`src/rtl/mips_pkg.sv`:
```
// Shared MIPS-Lite definitions: opcodes, instruction layout, forwarding
// select and sequencer state encodings, plus source-operand decode helpers.
package mips_pkg;

   localparam logic [5:0] OP_ADD  = 6'h00;
   localparam logic [5:0] OP_ADDI = 6'h01;
   localparam logic [5:0] OP_SUB  = 6'h02;
   localparam logic [5:0] OP_SUBI = 6'h03;
   localparam logic [5:0] OP_MUL  = 6'h04;
   localparam logic [5:0] OP_MULI = 6'h05;
   localparam logic [5:0] OP_OR   = 6'h06;
   localparam logic [5:0] OP_ORI  = 6'h07;
   localparam logic [5:0] OP_AND  = 6'h08;
   localparam logic [5:0] OP_ANDI = 6'h09;
   localparam logic [5:0] OP_XOR  = 6'h0A;
   localparam logic [5:0] OP_XORI = 6'h0B;
   localparam logic [5:0] OP_LDW  = 6'h0C;
   localparam logic [5:0] OP_STW  = 6'h0D;
   localparam logic [5:0] OP_BZ   = 6'h0E;
   localparam logic [5:0] OP_BEQ  = 6'h0F;
   localparam logic [5:0] OP_JR   = 6'h10;
   localparam logic [5:0] OP_HALT = 6'h11;

   // Instruction word layout; rd overlaps imm[15:11].
   typedef struct packed {
      logic [5:0]  opcode;
      logic [4:0]  rs;
      logic [4:0]  rt;
      logic [15:0] imm;
   } instruct_t;

   typedef enum logic [1:0] {
      FWD_RF  = 2'b00,
      FWD_MEM = 2'b01,
      FWD_WB  = 2'b10
   } fwd_sel_t;

   typedef enum logic [1:0] {
      RUN    = 2'b00,
      DRAIN  = 2'b01,
      HALTED = 2'b10
   } seq_state_t;

   // Every defined opcode except HALT reads rs (0x00..0x10 contiguous).
   function automatic logic reads_rs(input logic [5:0] op);
      return (op <= OP_JR);
   endfunction

   // Only R-type ALU ops, STW and BEQ read rt.
   function automatic logic reads_rt(input logic [5:0] op);
      logic r;
      case (op)
         OP_ADD, OP_SUB, OP_MUL, OP_OR, OP_AND, OP_XOR, OP_STW, OP_BEQ: r = 1'b1;
         default:                                                        r = 1'b0;
      endcase
      return r;
   endfunction

endpackage

```
`src/rtl/fwd_unit.sv`:
```
// Forwarding source select for one EX operand; MEM result beats WB data,
// and r0 is never forwarded.
module fwd_unit
   import mips_pkg::*;
(
   input  logic [4:0] ex_src,
   input  logic [4:0] mem_dest,
   input  logic       mem_regwrite,
   input  logic [4:0] wb_dest,
   input  logic       wb_regwrite,
   output logic [1:0] fwd_sel
);

   fwd_sel_t sel;

   // Pick the youngest in-flight producer of ex_src.
   always_comb begin
      // NOTE: assign a default before any branch so no path leaves sel unassigned (that would infer a latch).
      sel = FWD_RF;
      if (mem_regwrite && (mem_dest != 5'd0) && (mem_dest == ex_src))
         sel = FWD_MEM;
      else if (wb_regwrite && (wb_dest != 5'd0) && (wb_dest == ex_src))
         sel = FWD_WB;
   end

   assign fwd_sel = sel;

endmodule

```
`src/rtl/hazard_sequencer.sv`:
```
// Pipeline sequencing controller: load-use stalls, redirect squashing,
// EX operand forwarding, HALT drain and stall/flush performance counters.
module hazard_sequencer
   import mips_pkg::*;
#(
   parameter int CNT_W     = 32,
   parameter int DRAIN_CYC = 3
) (
   input  logic             clk,
   input  logic             rst_n,
   input  logic [31:0]      id_instr,
   input  logic [4:0]       ex_rs,
   input  logic [4:0]       ex_rt,
   input  logic [4:0]       ex_dest,
   input  logic             ex_regWrite,
   input  logic             ex_isLoad,
   input  logic             ex_redirect,
   input  logic [4:0]       mem_dest,
   input  logic             mem_regWrite,
   input  logic [4:0]       wb_dest,
   input  logic             wb_regWrite,
   output logic             pc_stall,
   output logic             ifid_stall,
   output logic             ifid_flush,
   output logic             idex_bubble,
   output logic [1:0]       fwd_a,
   output logic [1:0]       fwd_b,
   output logic             halted,
   output logic [CNT_W-1:0] stall_cnt,
   output logic [CNT_W-1:0] flush_cnt
);

   // Drain counter only has to hold DRAIN_CYC-1.
   localparam int            DC_W        = (DRAIN_CYC > 2) ? $clog2(DRAIN_CYC) : 1;
   localparam logic [DC_W-1:0] DRAIN_START = DC_W'(DRAIN_CYC - 1);

   seq_state_t      state;
   logic [DC_W-1:0] drain_cnt;

   instruct_t id;
   logic      unused_imm;
   logic      uses_rs;
   logic      uses_rt;
   logic      load_use;
   logic      is_halt;

   logic      redirect_evt;
   logic      stall_evt;
   logic      halt_evt;

   logic [1:0] fwd_a_raw;
   logic [1:0] fwd_b_raw;

   assign id         = instruct_t'(id_instr);
   assign unused_imm = ^id.imm;

   // r0 reads are hardwired zero, so they can never depend on a load.
   assign uses_rs  = reads_rs(id.opcode) && (id.rs != 5'd0);
   assign uses_rt  = reads_rt(id.opcode) && (id.rt != 5'd0);
   assign load_use = ex_isLoad && ex_regWrite && (ex_dest != 5'd0) &&
                     ((uses_rs && (ex_dest == id.rs)) || (uses_rt && (ex_dest == id.rt)));
   assign is_halt  = (id.opcode == OP_HALT);

   fwd_unit u_fwd_a (
      .ex_src       (ex_rs),
      .mem_dest     (mem_dest),
      .mem_regwrite (mem_regWrite),
      .wb_dest      (wb_dest),
      .wb_regwrite  (wb_regWrite),
      .fwd_sel      (fwd_a_raw)
   );

   fwd_unit u_fwd_b (
      .ex_src       (ex_rt),
      .mem_dest     (mem_dest),
      .mem_regwrite (mem_regWrite),
      .wb_dest      (wb_dest),
      .wb_regwrite  (wb_regWrite),
      .fwd_sel      (fwd_b_raw)
   );

   // Forwarding ignores sequencer state but is held at 0 during reset.
   assign fwd_a = rst_n ? fwd_a_raw : 2'b00;
   assign fwd_b = rst_n ? fwd_b_raw : 2'b00;

   // Pipeline control from state and hazards; redirect beats load-use beats HALT.
   always_comb begin
      pc_stall     = 1'b0;
      ifid_stall   = 1'b0;
      ifid_flush   = 1'b0;
      idex_bubble  = 1'b0;
      redirect_evt = 1'b0;
      stall_evt    = 1'b0;
      halt_evt     = 1'b0;
      if (rst_n) begin
         case (state)
            RUN: begin
               if (ex_redirect) begin
                  ifid_flush   = 1'b1;
                  idex_bubble  = 1'b1;
                  redirect_evt = 1'b1;
               end else if (load_use) begin
                  pc_stall    = 1'b1;
                  ifid_stall  = 1'b1;
                  idex_bubble = 1'b1;
                  stall_evt   = 1'b1;
               end else if (is_halt) begin
                  // HALT itself flows into ID/EX; only fetch is frozen.
                  pc_stall   = 1'b1;
                  ifid_flush = 1'b1;
                  halt_evt   = 1'b1;
               end
            end
            DRAIN, HALTED: begin
               pc_stall    = 1'b1;
               ifid_flush  = 1'b1;
               idex_bubble = 1'b1;
            end
            default: ;
         endcase
      end
   end

   // Sequencer state, drain countdown, halted flag and performance counters.
   always_ff @(posedge clk) begin
      // NOTE: sequential state uses non-blocking assignments so every register samples pre-edge values.
      if (!rst_n) begin
         state     <= RUN;
         drain_cnt <= '0;
         halted    <= 1'b0;
         stall_cnt <= '0;
         flush_cnt <= '0;
      end else begin
         case (state)
            RUN: begin
               if (redirect_evt) flush_cnt <= flush_cnt + CNT_W'(1);
               if (stall_evt)    stall_cnt <= stall_cnt + CNT_W'(1);
               if (halt_evt) begin
                  state     <= DRAIN;
                  drain_cnt <= DRAIN_START;
               end
            end
            DRAIN: begin
               if (drain_cnt == '0) begin
                  state  <= HALTED;
                  halted <= 1'b1;
               end else begin
                  drain_cnt <= drain_cnt - DC_W'(1);
               end
            end
            HALTED: ;
            default: state <= RUN;
         endcase
      end
   end

endmodule

```
`config.mk`:
```
export PLATFORM = sky130hd
export DESIGN_NAME = hazard_sequencer
export DESIGN_NICKNAME = d
export VERILOG_FILES = /design/src/rtl/mips_pkg.sv /design/src/rtl/fwd_unit.sv /design/src/rtl/hazard_sequencer.sv
export SDC_FILE = /design/constraint.sdc
export NUM_CORES = 1
export LEC_CHECK = 0
export CAP_MARGIN = 20
export CORE_UTILIZATION = 53
export CTS_CLUSTER_DIAMETER = 50
export DETAILED_ROUTE_END_ITERATION = 12
export DONT_BUFFER_PORTS = 1
export GPL_TIMING_DRIVEN = 0
export PLACE_DENSITY = 0.76
export SETUP_SLACK_MARGIN = 0.05
export SYNTH_ARGS = -nofsm -noshare
export SYNTH_HDL_FRONTEND = slang
export SYNTH_HIERARCHICAL = 1
export SYNTH_SLANG_ARGS = --single-unit
```
`constraint.sdc`:
```
create_clock -name clk -period 2.54 [get_ports clk]
set_input_delay 0.254 -clock clk [delete_from_list [all_inputs] [get_ports clk]]
set_output_delay 0.254 -clock clk [all_outputs]
set_load 0.01 [all_outputs]
```
==> results of run 1 <==
-- what timing repair did --
item / CTS / global route
gates cloned: 0 / 0
pin swaps: 5 / 5
buffers inserted: 3 / 1
endpoints found under the setup margin: 14 / 38
resized for setup: 8 / 16
hold endpoints to repair: 0 / 0
-- metrics by stage --
step	power (mW)	TNS (ns)	setup slack, ns	cells	cell area [um2]
final	2.28	0	0.130	585	4320
after CTS	2.30	0	0.0284	586	4290
after global routing	2.37	0	0.0248	585	4320
after global placement	1.40	-1.39	-0.176	569	4050
after floorplan	1.36	0	0.0538	473	3930
after detailed placement	1.41	-1.98	-0.231	569	4050
-- flip-flops by register name, indices dropped and copies added, names as in the netlist --
name / cells
flush_cnt: 32
stall_cnt: 32
drain_cnt: 2
state: 2
halted: 1
-- placed cells by master, fill, tap and decap left out, types with 4 or more instances in the layout --
| cell type | count |
|---|---|
| nor2_1 | 40 |
| or4_1 | 13 |
| dfxtp_2 | 8 |
| nand4_1 | 13 |
| a211oi_2 | 4 |
| nand2_1 | 33 |
| xor2_1 | 32 |
| or3_1 | 16 |
| clkbuf_8 | 10 |
| dfxtp_1 | 56 |
| dfxtp_4 | 5 |
| buf_4 | 4 |
| and4_1 | 6 |
| and3_1 | 9 |
| nor4_1 | 6 |
| o21ai_0 | 20 |
| xnor2_1 | 19 |
| nand3_1 | 28 |
| clkbuf_1 | 14 |
| a21oi_1 | 41 |
| inv_1 | 17 |
| o31ai_1 | 13 |
| and2_1 | 5 |
| ha_1 | 6 |
| nor3_1 | 13 |
-- worst max path at each step --
stage / from / end / slack [ns] / cells after the start
finish: stall_cnt[4] / stall_cnt[24] / 0.13 / 8
global route: stall_cnt[4] / stall_cnt[24] / 0.02 / 8
CTS: stall_cnt[9] / stall_cnt[29] / 0.03 / 7
detailed placement: stall_cnt[10] / stall_cnt[29] / -0.23 / 7
global placement: stall_cnt[10] / stall_cnt[29] / -0.18 / 7
floorplan: stall_cnt[9] / stall_cnt[29] / 0.05 / 7
-- critical path, cell delays in order (launching register included) --
cell and delay, ns:
dfxtp_2 0.42, and3_1 0.24, nand3_1 0.13, or2_2 0.32, a2111o_1 0.47, buf_6 0.18
clkbuf_2 0.18, o31ai_1 0.26, a21oi_1 0.09
-- area by class of cell --
class | count | area share
buffer | 16 | 0.0162
clock buffer | 11 | 0.0327
clock inverter | 5 | 0.0139
inverter | 17 | 0.0148
multi-input combinational | 367 | 0.561
sequential | 69 | 0.327
tap | 96 | 0.0278
timing repair buffer | 4 | 0.00695
-- routing by layer --
metal,vias up,GRT usage,part of all wire
met1,1706,0.295,0.42
met4,0,0.0849,0.015
met2,99,0.412,0.48
met5,-,0,0
li1,1746,-,-
met3,16,0.103,0.080
-- cells in the mapped netlist (3+ instances only) --
cell       n  area, um2
inv_1     17       63.8
or3_1     17        106
nor2b_1    3       18.8
or4_1     14        105
ha_1       7       87.6
and2_1     5       31.3
dfxtp_1   69       1380
mux2i_1    3       30.0
a211oi_2   3       37.5
xnor2_1   19        166
nor4_1     6       37.5
nand3b_1   3       22.5
nor3_1    13       65.1
and4_1     6       52.6
o31ai_1   14        105
xor2_1    32        280
and3_1     9       56.3
nor2_1    40        150
a21oi_1   42        210
nand3_1   29        145
o21ai_0   20        100
clkbuf_1  19       71.3
nand2_1   33        124
o41ai_1    3       26.3
nand4_1   13       81.3
-- where the power goes --
| group | switching, mW | leakage, nW | internal [mW] |
|---|---|---|---|
| Combinational | 0.153 | 0.693 | 0.105 |
| Clock | 0.406 | 0.0995 | 0.482 |
| Sequential | 0.0304 | 0.564 | 1.10 |
| Total | 0.590 | 1.36 | 1.69 |
-- kinds of logic after synthesis --
kind of cell             share of synthesized area
AO/OA/AOI/OAI                                0.186
XOR/XNOR                                     0.114
adder cells (fa/ha/maj)                     0.0224
buffers and inverters                       0.0374
flip-flops                                   0.353
multiplexers                               0.00767
AND/OR/NAND/NOR                              0.280
==> metrics.csv, run 1 <==
stage,metric,value,unit
yosys,ys_types,50,
yosys,ys_warn_count,6,
timing,timing.hold.ws,0.0968,ns
finish,drive_gt1_frac,0.121,
critical_path,start_kind,flip-flop,
routing,viasPerCell,6.10,
yosys,synth_fp_nets,544,
routing,drt-initial-drc-count,95,
critical_path,crit_required,2.75,ns
critical_path,r2r_slack,0.13,ns
critical_path,crit_type,reg -> reg,
critical_path,crit_path_end_kind,flip-flop,
timing,setup_viol,0,
timing,max_freq,415,MHz
power_and_ir_drop,powerDensity,527,nW/um2
cts,clk_latency,0.33,ns
grt,grt.overflow.total,0,
cts,clk_pin_slew,0.08,ns
hold_path,min_path_type,in -> reg,
yosys,ys_seq_elements,69,
placed_design,dp_hpwl,7.30,mm
timing,period_share,0.949,
critical_path,r2r-end,stall_cnt[24],
timing,rsz0062_at_grt,true,
cts,cts_hold_buf,0,
finish,final-seq-area,1410,um2
power_and_ir_drop,ir_worst_vdd,0.264,mV
finish,fill_cells,645,
finish,multi_input_area,2420,um2
timing,clock_skew,0.0108,ns
critical_path,reg2reg_from,stall_cnt[4],
finish,fin_util,0.618,
routing,drc,0,
die,start_util,0.561,
critical_path,critical_path.max_fanout,10,
timing,worstMarginPinSlew,0.628,ns
cts,htreeDepth,3,
routing,firstDrtPassIters,4,
critical_path,critical_path_arrival,2.62,ns
finish,antenna_cells,0,
finish,syn_to_final_growth,10.2,%
grt,grt_pass1_wl,15.3,mm
yosys,synth_edf_count,0,
grt,grt_use_total,0.250,
cts,cts_tree,done,
yosys,syn_area,3920,um2
die,rows,30,
routing,drt-total-wl,9.63,mm
yosys,postSynthCellCount,473,
power_and_ir_drop,p_leak,1.36,nW
cts,cts_sinks,69,
outcome,status,"complete, no violations",
yosys,avgSynthCellArea,8.28,um2
finish,layout.nets,555,
die,die_width,88.0,um
placed_design,gp_congestion,0.815,
yosys,synthArstFlopShare,0,
routing,routedWlPerCell,16.5,um
timing,relSlewSlack,0.580,
placed_design,portBuffers,0,
die,ioPinCount,137,
cts,clk_path_buf_depth,2,
hold_path,hold_path_depth,2,
die,die-area,7740,um2
cts,root_buffer,clkbuf_8,
die,core,6980,um2
cts,cts_made_buffers,9,
die,die_height,88.0,um
grt,first_global_vias,3297,
routing,via_count,3567,
hold_path,min_to,flush_cnt[1],
critical_path,r2r_cells,8,
yosys,synthFlopType,dfxtp_1,
timing,finalMaxSlewViolations,0,
routing,postRouteAntennaNets,0,
timing,period_minus_slack,2.41,ns
job,maxCapViolations,0,
grt,antenna_found_initial,0,
yosys,synth-seq-area-share,0.353,
hold_path,min-delay-start,ex_redirect,
grt,grt_max_degree,13,
timing,hold_violations,0,
Power figures use the tool's default switching activity.
==> run 2, diff against run 1 <==
--- a/config.mk
+++ b/config.mk
@@ -5,6 +5,7 @@
 export SDC_FILE = /design/constraint.sdc
 export NUM_CORES = 1
 export LEC_CHECK = 0
+export ABC_AREA = 1
 export CAP_MARGIN = 20
 export CORE_UTILIZATION = 53
 export CTS_CLUSTER_DIAMETER = 50
==> metrics.csv, run 2 <==
stage,metric,value,unit
outcome,status,"complete, no violations",
power_and_ir_drop,ir_worst_vdd,0.309,mV
yosys,synthArstFlopShare,0,
hold_path,min_path_type,in -> reg,
cts,cts_tree,done,
finish,layout_commonest_cell,nand2_1,
job,maxCapViolations,0,
placed_design,gp_congestion,0.974,
cts,cts_sinks,69,
critical_path,cp_top_family,simple AND/OR/NAND/NOR gates,
yosys,ys_warn_count,6,
cts,clk_path_buf_depth,2,
yosys,synth-seq-area-share,0.290,
timing,finalMaxSlewViolations,0,
grt,grt_use_total,0.268,
finish,layout.nets,847,
grt,first_global_vias,4548,
yosys,post-synth-top-area-fraction,0.290,
cts,cts_resized,0,
critical_path,critPathBufInv,0,
yosys,synthFlopType,dfxtp_1,
die,core,8720,um2
die,die_width,96.8,um
routing,drc,0,
grt,grt_pass1_wl,20.8,mm
routing,firstDrtPassIters,5,
placed_design,portBuffers,0,
yosys,ys_types,38,
cts,cts_setup_buffers,0,
routing,drt-met1-wl,5.07,mm
critical_path,worstPathCellList,"ha_1, nand3_1, nor4_1, nand3_1, nor2_1, xor2_1, nor2_1",
timing,worstMarginPinSlew,0.633,ns
grt,grt_max_degree,13,
routing,route.met3.wl,1.01,mm
finish,antenna_cells,0,
routing,drt-total-wl,12.3,mm
routing,wl_met2,6.09,mm
timing,clock_skew,0.00693,ns
grt,grt.overflow.total,0,
timing,tns,0,ns
timing,max_freq,458,MHz
timing,relSlewSlack,0.578,
routing,postRouteAntennaNets,0,
routing,via_count,4780,
die,rows,34,
critical_path,start_kind,flip-flop,
timing,timing.hold.ws,0.0982,ns
placed_design,placed_area,4900,um2
timing,rsz0062_at_grt,false,
finish,syn_to_final_growth,7.02,%
power_and_ir_drop,p_leak,2.12,nW
cts,cts_made_buffers,9,
critical_path,critical_path.max_fanout,6,
placed_design,dp_cells,873,
cts,root_buffer,clkbuf_8,
finish,drive_gt1_frac,0.0731,
yosys,synth_fp_nets,836,
finish,top_regs,"flush_cnt: 32 flops, stall_cnt: 32 flops",
power_and_ir_drop,powerDensity,473,nW/um2
critical_path,critical_path_arrival,2.39,ns
yosys,avgSynthCellArea,6.22,um2
yosys,synth_top_cell_by_area,dfxtp_1,
yosys,synthTopCellsByCount,"nand2_1 (179), nor2_1 (112), inv_1 (108)",
routing,top_layer_used,met4,
grt,antenna_found_initial,0,
finish,final_cell_area,5100,um2
die,die-area,9370,um2
cts,cts_hold_buf,0,
yosys,postSynthCellCount,765,
cts,clk_pin_slew,0.08,ns
power_and_ir_drop,fin_total_pwr,2.41,mW
timing,setup_viol,0,
finish,instances_no_fill,888,
routing,drt-initial-drc-count,254,
yosys,syn_area,4760,um2
yosys,yosysMostFrequentCell,nand2_1,
critical_path,crit_type,reg -> reg,
die,ioPinCount,137,
yosys,ys_seq_elements,69,
routing,routedWlPerCell,13.9,um
critical_path,max_stage_delay,0.48,ns
yosys,synth_edf_count,0,
placed_design,dp_hpwl,9.62,mm
die,die_height,96.8,um
cts,htreeDepth,3,
critical_path,crit_path_end_kind,flip-flop,
timing,period_minus_slack,2.18,ns
die,start_util,0.546,
critical_path,crit_required,2.75,ns
cts,clk_latency,0.34,ns
timing,period_share,0.859,
yosys,synthTopCellsByArea,"dfxtp_1 (29%), nand2_1 (14%), nor2_1 (8.8%), inv_1 (8.5%), nand3_1 (6.1%)",
routing,viasPerCell,5.38,
finish,layout_common_cells,"nand2_1 (179), nor2_1 (112), inv_1 (108)",
timing,hold_violations,0,
critical_path,slowest_stage,nor4_1,
run 2: cell types whose count changed after synthesis, sizes merged, moves of 10 or more:
cell	delta
nor3	+14
o31ai	-14
nor2	+82
o21ai	+19
nand2	+154
inv	+100
nand3	+31
nand4	+10
clkbuf	-11
xor2	-11
or3	-17
xnor2	-10
or4	-15
run 2: area by class of cell:
class,instances,area [um2]
Buffer,12,85.1
Tap cell,108,135
Sequential cell,69,1380
Clock inverter,5,61.3
Fill cell,863,3620
Clock buffer,10,138
Multi-Input combinational cell,566,2850
Inverter,118,448
run 2: per-stage QoR:
step	utilization	setup slack, ns
after global placement	0.562	0.403
final	0.584	0.359
after CTS	0.584	0.386
after floorplan	-	0.787
after global routing	0.584	0.203
after detailed placement	0.562	0.421
run 2: metal layers:
layer,track usage,up-vias
met5,0,-
met4,0.0827,0
met3,0.0824,12
met2,0.474,150
met1,0.309,2152
li1,-,2466
run 2: logic make-up after synthesis:
logic type,synth area share
AO/OA/AOI/OAI,0.102
XOR/XNOR,0.0552
adder cells (fa/ha/maj),0.0184
buffers and inverters,0.112
flip-flops,0.290
AND/OR/NAND/NOR,0.422
run 2: where the power goes:
part           total [mW]  internal, mW  switching (mW)
combinational       0.354         0.123           0.231
clock               0.913         0.476           0.437
sequential           1.14          1.11          0.0298
total                2.41          1.71           0.698
run 2: final timing paths:
| path | from | slack, ns | depth (start not counted) | endpoint |
|---|---|---|---|---|
| worst max register to register | stall_cnt[0] | 0.36 | 7 | stall_cnt[20] |
| worst max-delay path | stall_cnt[0] | 0.36 | 7 | stall_cnt[20] |
| worst min-delay path | ex_redirect | 0.1 | 2 | flush_cnt[0] |
| worst min register to register | drain_cnt[1] | 0.48 | 2 | drain_cnt[1] |
